## config.mk

```make
export PLATFORM = sky130hd
export DESIGN_NAME = load_store_unit_flat
export DESIGN_NICKNAME = d
export VERILOG_FILES = /design/src/rtl/lsu_pkg.sv /design/src/rtl/lsu_if.sv /design/src/rtl/lsu_load_align.sv /design/src/rtl/load_store_unit.sv /design/src/flat_wrapper.sv
export SDC_FILE = /design/constraint.sdc
export NUM_CORES = 1
export LEC_CHECK = 0
export ABC_AREA = 1
export CORE_MARGIN = 2
export CORE_UTILIZATION = 54
export CTS_BUF_LIST = sky130_fd_sc_hd__clkbuf_8
export CTS_CLUSTER_DIAMETER = 80
export DETAILED_ROUTE_END_ITERATION = 8
export PLACE_DENSITY = 0.95
export SLEW_MARGIN = 20
export SYNTH_ARGS = -nofsm -noshare
export SYNTH_HDL_FRONTEND = slang
export SYNTH_HIERARCHICAL = 1
export SYNTH_SLANG_ARGS = --single-unit
```

## constraint.sdc

```tcl
create_clock -name clk_i -period 4.55 [get_ports clk_i]
set_input_delay 1.1375 -clock clk_i [delete_from_list [all_inputs] [get_ports clk_i]]
set_output_delay 1.1375 -clock clk_i [all_outputs]
set_load 0.02 [all_outputs]
```

## src/rtl/lsu_pkg.sv

```systemverilog
// Shared types and constants for the load/store unit: FSM states, RV32I funct3
// codes, and the funct3 legality check.
package lsu_pkg;

  localparam int LSU_DATA_WIDTH = 32;
  localparam int LSU_BYTE_WIDTH = 8;
  localparam int LSU_ADDR_WIDTH = 32;
  localparam int BYTES_PER_WORD = LSU_DATA_WIDTH / LSU_BYTE_WIDTH;

  typedef enum logic [1:0] {
    IDLE,
    ACCESS,
    RESP
  } lsu_state_e;

  localparam logic [2:0] F3_B  = 3'b000;
  localparam logic [2:0] F3_H  = 3'b001;
  localparam logic [2:0] F3_W  = 3'b010;
  localparam logic [2:0] F3_BU = 3'b100;
  localparam logic [2:0] F3_HU = 3'b101;

  function automatic logic is_legal_funct3(input logic we, input logic [2:0] funct3);
    logic ok;
    ok = 1'b0;
    case (funct3)
      F3_B, F3_H, F3_W: ok = 1'b1;
      F3_BU, F3_HU:     ok = !we;
      default:          ok = 1'b0;
    endcase
    return ok;
  endfunction

endpackage

```

## src/rtl/lsu_if.sv

```systemverilog
// CPU request/response and data-memory signals of the load/store unit.
// master = the LSU itself, slave = the CPU/memory environment around it.
interface lsu_if #(
  parameter int DATA_WIDTH = 32,
  parameter int ADDR_WIDTH = 32
);
  logic                  req_valid_i;
  logic                  req_ready_o;
  logic                  req_we_i;
  logic [2:0]            req_funct3_i;
  logic [ADDR_WIDTH-1:0] req_addr_i;
  logic [DATA_WIDTH-1:0] req_wdata_i;
  logic                  rsp_valid_o;
  logic [DATA_WIDTH-1:0] rsp_rdata_o;
  logic                  rsp_err_o;
  logic                  mem_we_o;
  logic                  mem_byte_op_o;
  logic [ADDR_WIDTH-1:0] mem_addr_o;
  logic [DATA_WIDTH-1:0] mem_wd_o;
  logic [DATA_WIDTH-1:0] mem_rd_i;

  modport master (
    input  req_valid_i, req_we_i, req_funct3_i, req_addr_i, req_wdata_i, mem_rd_i,
    output req_ready_o, rsp_valid_o, rsp_rdata_o, rsp_err_o,
           mem_we_o, mem_byte_op_o, mem_addr_o, mem_wd_o
  );

  modport slave (
    output req_valid_i, req_we_i, req_funct3_i, req_addr_i, req_wdata_i, mem_rd_i,
    input  req_ready_o, rsp_valid_o, rsp_rdata_o, rsp_err_o,
           mem_we_o, mem_byte_op_o, mem_addr_o, mem_wd_o
  );
endinterface

```

## src/rtl/lsu_load_align.sv

```systemverilog
// Turns the little-endian load assembly register into the architectural
// result: sign/zero extension selected by funct3.
module lsu_load_align
  import lsu_pkg::*;
#(
  parameter int DATA_WIDTH = LSU_DATA_WIDTH,
  parameter int BYTE_WIDTH = LSU_BYTE_WIDTH
) (
  input  logic [2:0]            i_funct3,
  input  logic [DATA_WIDTH-1:0] i_asm,
  output logic [DATA_WIDTH-1:0] o_data
);
  localparam int HW = 2 * BYTE_WIDTH;

  always_comb begin
    o_data = i_asm;
    case (i_funct3)
      F3_B:  o_data = {{(DATA_WIDTH-BYTE_WIDTH){i_asm[BYTE_WIDTH-1]}}, i_asm[BYTE_WIDTH-1:0]};
      F3_BU: o_data = {{(DATA_WIDTH-BYTE_WIDTH){1'b0}}, i_asm[BYTE_WIDTH-1:0]};
      F3_H:  o_data = {{(DATA_WIDTH-HW){i_asm[HW-1]}}, i_asm[HW-1:0]};
      F3_HU: o_data = {{(DATA_WIDTH-HW){1'b0}}, i_asm[HW-1:0]};
      default: o_data = i_asm;
    endcase
  end
endmodule

```

## src/rtl/load_store_unit.sv

```systemverilog
// Load/store unit: sequences one CPU request into word/byte memory ops and
// returns a one-cycle response. Optional build macro: LSU_MISALIGNED_SPLIT_EN.
module load_store_unit
  import lsu_pkg::*;
#(
  parameter int DATA_WIDTH = LSU_DATA_WIDTH,
  parameter int BYTE_WIDTH = LSU_BYTE_WIDTH,
  parameter int ADDR_WIDTH = LSU_ADDR_WIDTH
) (
  input logic   clk_i,
  input logic   rst_ni,
  lsu_if.master bus
);
  localparam int BPW = DATA_WIDTH / BYTE_WIDTH;
  localparam int LGB = $clog2(BPW);
  localparam int KW  = LGB + 1;

  lsu_state_e            r_state, w_state_nxt;
  logic                  r_we, r_err, r_byte;
  logic [2:0]            r_f3;
  logic [ADDR_WIDTH-1:0] r_addr;
  logic [DATA_WIDTH-1:0] r_wdata, r_asm;
  logic [KW-1:0]         r_k, r_nops;

  logic                  w_accept, w_err, w_byte, w_size_h, w_size_w, w_mis_w, w_mis_h;
  logic [KW-1:0]         w_nops;
  logic [LGB-1:0]        w_kb;
  logic [BYTE_WIDTH-1:0] w_wbyte;
  logic [DATA_WIDTH-1:0] w_ldata;

  assign w_accept = bus.req_valid_i && (r_state == IDLE);
  assign w_size_h = (bus.req_funct3_i[1:0] == 2'b01);
  assign w_size_w = (bus.req_funct3_i[1:0] == 2'b10);
  assign w_mis_w  = |bus.req_addr_i[LGB-1:0];
  assign w_mis_h  = bus.req_addr_i[0];
  assign w_kb     = r_k[LGB-1:0];

  // Halfwords are always byte-split, so only words differ between builds.
`ifdef LSU_MISALIGNED_SPLIT_EN
  assign w_err  = !is_legal_funct3(bus.req_we_i, bus.req_funct3_i);
  assign w_byte = !(w_size_w && !w_mis_w);
  assign w_nops = w_size_w ? (w_mis_w ? KW'(BPW) : KW'(1)) : (w_size_h ? KW'(2) : KW'(1));
`else
  assign w_err  = !is_legal_funct3(bus.req_we_i, bus.req_funct3_i)
                  || (w_size_w && w_mis_w) || (w_size_h && w_mis_h);
  assign w_byte = !w_size_w;
  assign w_nops = w_size_h ? KW'(2) : KW'(1);
`endif

  always_comb begin
    w_wbyte = '0;
    for (int b = 0; b < BPW; b++)
      if (w_kb == LGB'(b)) w_wbyte = r_wdata[b*BYTE_WIDTH +: BYTE_WIDTH];
  end

  lsu_load_align #(.DATA_WIDTH(DATA_WIDTH), .BYTE_WIDTH(BYTE_WIDTH)) u_align (
    .i_funct3 (r_f3),
    .i_asm    (r_asm),
    .o_data   (w_ldata)
  );

  always_ff @(posedge clk_i or negedge rst_ni) begin
    if (!rst_ni) begin
      r_state <= IDLE;
      r_we    <= 1'b0;
      r_err   <= 1'b0;
      r_byte  <= 1'b0;
      r_f3    <= '0;
      r_addr  <= '0;
      r_wdata <= '0;
      r_asm   <= '0;
      r_k     <= '0;
      r_nops  <= '0;
    end else begin
      r_state <= w_state_nxt;
      if (w_accept) begin
        r_we    <= bus.req_we_i;
        r_f3    <= bus.req_funct3_i;
        r_addr  <= bus.req_addr_i;
        r_wdata <= bus.req_wdata_i;
        r_err   <= w_err;
        r_byte  <= w_byte;
        r_nops  <= w_nops;
        r_k     <= '0;
        r_asm   <= '0;
      end else if (r_state == ACCESS) begin
        r_k <= r_k + KW'(1);
        // Memory read is combinational, so this cycle's op result is captured here.
        if (!r_we) begin
          if (r_byte) begin
            for (int b = 0; b < BPW; b++)
              if (w_kb == LGB'(b)) r_asm[b*BYTE_WIDTH +: BYTE_WIDTH] <= bus.mem_rd_i[BYTE_WIDTH-1:0];
          end else begin
            r_asm <= bus.mem_rd_i;
          end
        end
      end
    end
  end

  always_comb begin
    w_state_nxt       = r_state;
    bus.req_ready_o   = 1'b0;
    bus.rsp_valid_o   = 1'b0;
    bus.rsp_rdata_o   = '0;
    bus.rsp_err_o     = 1'b0;
    bus.mem_we_o      = 1'b0;
    bus.mem_byte_op_o = 1'b0;
    bus.mem_addr_o    = '0;
    bus.mem_wd_o      = '0;
    case (r_state)
      IDLE: begin
        bus.req_ready_o = 1'b1;
        if (w_accept) w_state_nxt = w_err ? RESP : ACCESS;
      end
      ACCESS: begin
        bus.mem_we_o      = r_we;
        bus.mem_byte_op_o = r_byte;
        bus.mem_addr_o    = r_byte ? (r_addr + ADDR_WIDTH'(r_k)) : r_addr;
        bus.mem_wd_o      = r_byte ? {{(DATA_WIDTH-BYTE_WIDTH){1'b0}}, w_wbyte} : r_wdata;
        if (r_k == r_nops - KW'(1)) w_state_nxt = RESP;
      end
      RESP: begin
        bus.rsp_valid_o = 1'b1;
        bus.rsp_err_o   = r_err;
        bus.rsp_rdata_o = (r_err || r_we) ? '0 : w_ldata;
        w_state_nxt     = IDLE;
      end
      default: w_state_nxt = IDLE;
    endcase
  end

endmodule
```

## src/flat_wrapper.sv

```systemverilog
// flat-port wrapper written by rule: the top's interface ports become plain ports
module load_store_unit_flat import lsu_pkg::*;
#(
  parameter int DATA_WIDTH = LSU_DATA_WIDTH,
  parameter int BYTE_WIDTH = LSU_BYTE_WIDTH,
  parameter int ADDR_WIDTH = LSU_ADDR_WIDTH
)
  (clk_i, rst_ni, bus_req_valid_i, bus_req_we_i, bus_req_funct3_i, bus_req_addr_i, bus_req_wdata_i, bus_mem_rd_i, bus_req_ready_o, bus_rsp_valid_o, bus_rsp_rdata_o, bus_rsp_err_o, bus_mem_we_o, bus_mem_byte_op_o, bus_mem_addr_o, bus_mem_wd_o);
  lsu_if #(.DATA_WIDTH(DATA_WIDTH), .ADDR_WIDTH(ADDR_WIDTH)) bus_i ();
  input logic clk_i;
  input logic rst_ni;
  input wire logic [$bits(bus_i.req_valid_i)-1:0] bus_req_valid_i;
  input wire logic [$bits(bus_i.req_we_i)-1:0] bus_req_we_i;
  input wire logic [$bits(bus_i.req_funct3_i)-1:0] bus_req_funct3_i;
  input wire logic [$bits(bus_i.req_addr_i)-1:0] bus_req_addr_i;
  input wire logic [$bits(bus_i.req_wdata_i)-1:0] bus_req_wdata_i;
  input wire logic [$bits(bus_i.mem_rd_i)-1:0] bus_mem_rd_i;
  output wire logic [$bits(bus_i.req_ready_o)-1:0] bus_req_ready_o;
  output wire logic [$bits(bus_i.rsp_valid_o)-1:0] bus_rsp_valid_o;
  output wire logic [$bits(bus_i.rsp_rdata_o)-1:0] bus_rsp_rdata_o;
  output wire logic [$bits(bus_i.rsp_err_o)-1:0] bus_rsp_err_o;
  output wire logic [$bits(bus_i.mem_we_o)-1:0] bus_mem_we_o;
  output wire logic [$bits(bus_i.mem_byte_op_o)-1:0] bus_mem_byte_op_o;
  output wire logic [$bits(bus_i.mem_addr_o)-1:0] bus_mem_addr_o;
  output wire logic [$bits(bus_i.mem_wd_o)-1:0] bus_mem_wd_o;
  assign bus_i.req_valid_i = bus_req_valid_i;
  assign bus_i.req_we_i = bus_req_we_i;
  assign bus_i.req_funct3_i = bus_req_funct3_i;
  assign bus_i.req_addr_i = bus_req_addr_i;
  assign bus_i.req_wdata_i = bus_req_wdata_i;
  assign bus_i.mem_rd_i = bus_mem_rd_i;
  assign bus_req_ready_o = bus_i.req_ready_o;
  assign bus_rsp_valid_o = bus_i.rsp_valid_o;
  assign bus_rsp_rdata_o = bus_i.rsp_rdata_o;
  assign bus_rsp_err_o = bus_i.rsp_err_o;
  assign bus_mem_we_o = bus_i.mem_we_o;
  assign bus_mem_byte_op_o = bus_i.mem_byte_op_o;
  assign bus_mem_addr_o = bus_i.mem_addr_o;
  assign bus_mem_wd_o = bus_i.mem_wd_o;
  load_store_unit #(.DATA_WIDTH(DATA_WIDTH), .BYTE_WIDTH(BYTE_WIDTH), .ADDR_WIDTH(ADDR_WIDTH)) u_core (.clk_i(clk_i), .rst_ni(rst_ni), .bus(bus_i));
endmodule
```

Yosys cells after proc, flatten, opt, wreduce, memory -nomap -nowiden
Index checks and enable logic that the tools add are counted.
Widths: inputs -> output; s select.
- register bits: 110
- latch bits: 0
- memory bits (writable): 0
- ROM bits: 0
- bits of input ports: 103
- output and inout port bits: 101
- word-level logic and storage cells: 92
- memories kept: 0
- $add $sub $neg: 3
- $mul: 0
- div/mod/pow operators: 0
- order comparisons: 0
- equality and inequality tests: 22
- shift operators: 0
- mux-type cells: 32
- bitwise logic cells: 0
- reductions and logical operators: 22
- operators with widths (cell ; number):
    $mux 32 ; 10
    $pmux 32 s4 ; 1
    $mux 8 ; 8
    $add 32x3->32 ; 1
    $eq 3x3->1 const B ; 4
    $ne 3x3->1 const B ; 4
    $reduce_and 3->1 ; 4
    $eq 2x2->1 const B ; 4
    $mux 2 ; 4
    $eq 2x1->1 const B ; 3
    $eq 3x1->1 const B ; 2
    $logic_not 3->1 ; 2
    $mux 3 ; 2
    $mux 1 ; 5
    $logic_not 2->1 ; 2
    $ne 2x2->1 const B ; 2
    $pmux 2 s2 ; 1
    $reduce_or 2->1 ; 2
    $add 3x1->3 const B ; 1
    $eq 3x2->1 const B ; 1
    $eq 3x3->1 ; 1
    $logic_and 1x1->1 ; 3
    $logic_not 1->1 ; 3
    $logic_or 1x1->1 ; 3
    other kinds (6) ; 6

Depth between registers and ports, before layout
- word-level depth: 9
- gate-level depth with buffers: 11
- gate-level depth less buffers: 11

By module
The synthesis kept the hierarchy.
- modules (own cells, without submodules) (module ; times used ; cells an instance ; area each (µm²) ; sequential area each (µm²)):
    load_store_unit ; 1 ; 992 ; 6749.0 ; 2727.6
    lsu_load_align ; 1 ; 70 ; 370.4 ; 0.0

Worst setup path before layout
OpenSTA, ideal clock, no wires.
- kind: reg-to-output
- from: register u_core.r_k[0]
- to: output port bus_mem_addr_o[28]
- data arrival time: 1.937 ns
- data required time: 3.413 ns
- path slack: 1.476 ns
- cell stages (with the launch flop): 12
- path buffers: 0
- cells stage by stage: dfrtp_1 ha_1 fa_1 nand2_1 nand2_1 nand2_1 nor2_1 nand2_1 inv_1 nand3_1 nand2_1 nor2_1
- longest elaborated chain between the ends: 3
- ends and longest elaborated chain (item ; RTL line ; text):
    from (decl) ; load_store_unit.sv:23 ; logic [KW-1:0] r_k, r_nops;
    from (signal assigned) ; load_store_unit.sv:87 ; r_k <= r_k + KW'(1);
    $add 32x3->32 ; load_store_unit.sv:119 ; bus.mem_addr_o = r_byte ? (r_addr + ADDR_WIDTH'(r_k)) : r_addr;
    $mux 32 ; load_store_unit.sv:119 ;
    $mux 32 ; load_store_unit.sv:111 ; case (r_state)
    to (decl) ; flat_wrapper.sv:24 ; output wire logic [$bits(bus_i.mem_addr_o)-1:0] bus_mem_addr_o;
Every way passes these cells.

Worst setup path in the final report
- from: register u_core.r_k[0]
- to: output port bus_mem_addr_o[20]
The elaborated chain is that of the path after synthesis.

==> metrics <==
status=finished clean; reg-to-reg critical path endpoint=u_core/r_asm[13]; CTS Buf Count=9; worst reg2reg path depth=7; Synth-to-Final Area Change=30.8%; FF-to-FF Start=u_core/r_state[0]; slowest CP cell=clkdlybuf4s50_1; number of flops mapped to enable cells by yosys=0; ranking of synthesized cells by area=dfrtp_1 38%, nand2_1 23%, nor2_1 7.1%; Hold Path Depth=2; DP Wirelength=15900 µm; Root Driver=clkbuf_8; Hold Crit Start=u_core/r_asm[9]; initial DRC count=830; min Tclk post-route=4.17 ns; Final Cycle Share=0.916; Die Ht=119 µm; die area=14100 µm²; setup TNS=0 ns; PwrDens=591 nW/µm²; placed cell areas=9080 µm²; layout cells sized above 1=0.0717; YS warnings=6; Setup-failing EPs final=0; Starting Density=0.560; Hold Path Sink=u_core/r_asm[9]; Leak Pwr=0.00431 µW; I/O pin count=204; pin count of the biggest net entering global routing=96; post-synthesis cell count=1062; clk_lat worst skew=0.38 ns; Worst-Margin Slew=1.05 ns; Worst Setup End Kind=output pin; CP delay by family, top=simple AND/OR/NAND/NOR gates; Peak Freq=0.240 GHz; register area share after synthesis=0.383; path category of the worst min-delay check=flip-flop to flip-flop; Overflow after GRT=0; Pins Over Slew Limit=0; Post-Route Skew=0.00906 ns; via/cell ratio=5.42; Synth cell types=36; Placer Congestion=0.932; RSZ-0062 raised after global routing=false; Syn Area/Cell=6.70 µm²; GRT Overall Usage=0.308; CP bufs+invs=2; CP startpoint kind=flip-flop; number of remaining DRC errors=0; Reg2Reg Setup Slack=2.17 ns; clk slew on worst S/H paths=0.11 ns; Final ANT Viol Nets=0; initial antenna violation count=1; CTS tree=built; worst-path cell chain=ha_1 > fa_1 > nand2_1 > nand2_1 > nand2_1 > nor2_1 > nand2_1 > inv_1 > nand3_1 > nand2_1 > nor2_1 > clkdlybuf4s50_1; share of the synthesized area in the top cell type=0.383; VDD IR max=0.365 mV; nets=1335; final wirelength=21600 µm; maximum clock path buffer count=2; CP Class=flip-flop to output pin; FP Rows=41; CP Data Arrival Time=3.03 ns; design area=9310 µm²; Final Hold Fails=0; Synth Register Bits=109; port buffer count=203; via count=7587; Critical Path RT=3.41 ns; area leader, netlist=dfrtp_1; Die Wd=119 µm; syn_nets=1174; CTS Hold Buffers Added=0; clock sinks=109; H-tree Lvls=3; crit path max fanout=7; first drt pass iteration count=6; fraction of registers with async set/reset=1.00; Max stage delay on crit path=0.62 ns; top post-synthesis cells by count=438 x nand2_1, 135 x nor2_1, 109 x dfrtp_1; number of global-route vias before repair=7477; Max-Cap Viols=0; post-cts resize count=0; top-count cell post-synth=nand2_1; Primary FF master, synth=dfrtp_1; post-CTS setup repair buffer count=0; Max-slew headroom=0.299; Netlist Area Pre-Place=7120 µm²; WL/cell=15.4 µm; CP most frequent cell=nand2_1; Core Region=12700 µm²; first-pass GRT wire length=35300 µm
-- per-stage QoR --
step                      cells  utilization  total power (µW)  hold WS, ns  worst slack [ns]
final                      1401        0.732              5500        0.488             0.380
after global routing       1400        0.732              5950        0.513             0.169
after CTS                  1400        0.732              5470        0.488             0.380
after detailed placement   1384        0.714              4790        0.462             0.803
after global placement     1384        0.714              4680        0.458             0.885
after floorplan            1062            -              3930        0.449              1.48
-- cell usage in the layout (no fill, tap or decap), drive strengths merged --
| cell | n |
|---|---|
| clkbuf | 9 |
| nand2 | 449 |
| nor3b | 1 |
| clkinv | 2 |
| a32o | 1 |
| dfrtp | 109 |
| diode | 1 |
| buf | 8 |
| a21oi | 39 |
| nor3 | 7 |
| nand3 | 56 |
| nor2 | 142 |
| fa | 1 |
| xor2 | 1 |
| nand3b | 2 |
| clkinvlp | 2 |
| o22ai | 1 |
| ha | 8 |
| clkdlybuf4s50 | 202 |
| a22oi | 8 |
| o21bai | 1 |
| a31oi | 1 |
| o21ai | 96 |
| inv | 71 |
| nand4 | 4 |
| bufinv | 2 |
| xnor2 | 5 |
-- worst reg2reg max path: stages, from the launching register on --
cell and delay (ns):
dfrtp_1 0.47, inv_2 0.11, nor2_8 0.39, inv_2 0.41, o21ai_4 0.42, o21ai_4 0.24, nand2_1 0.16, o21ai_2 0.06
-- layout make-up --
type	instances	area (µm²)
clock inverters	7	109
well taps	172	215
flip-flops and latches	109	2730
fillers	1063	3410
diodes	1	2.50
inverters	70	263
clock buffers	9	124
multi-input cells	823	3790
repair buffers	210	2080
-- registers in the layout, indices dropped and copies added (netlist names) --
name	cells
u_core/r_f3	3
u_core/r_byte	1
u_core/r_we	1
u_core/r_addr	32
u_core/r_nops	2
u_core/r_wdata	32
u_core/r_asm	32
u_core/r_state	2
u_core/r_k	3
u_core/r_err	1
-- cell families (layout without fill, tap and decap cells) --
family,Yosys count,in the layout,synth area share
and+or+nand+nor,661,661,0.376
AOI/OAI and AO/OA,147,147,0.132
buffers and inverters,130,296,0.0847
DFF,109,109,0.383
adders and majority gates,9,9,0.0169
xor gates and xnor gates,6,6,0.00738
other,0,1,0
-- per-layer routing --
layer | GRT usage | wire length, µm
met4 | 0.135 | 722
met2 | 0.522 | 10400
met5 | 0 | 0
met3 | 0.0656 | 1970
met1 | 0.378 | 8490
-- report_power, final --
| part | internal [µW] | switching (µW) |
|---|---|---|
| logic | 1050 | 1950 |
| registers | 1410 | 417 |
| clock network | 319 | 359 |
-- how the worst max path moves through the flow --
stage | start | to | slack, ns | cells after the start
after floorplan | u_core/r_k[0] | bus_mem_addr_o[28] | 1.48 | 11
after global placement | u_core/r_k[0] | bus_mem_addr_o[20] | 0.88 | 12
after detailed placement | u_core/r_k[0] | bus_mem_addr_o[20] | 0.80 | 12
after CTS | u_core/r_k[0] | bus_mem_addr_o[20] | 0.38 | 12
after global routing | u_core/r_k[1] | bus_mem_wd_o[1] | 0.17 | 8
final | u_core/r_k[0] | bus_mem_addr_o[20] | 0.38 | 12
Power figures use the tool's default switching activity.
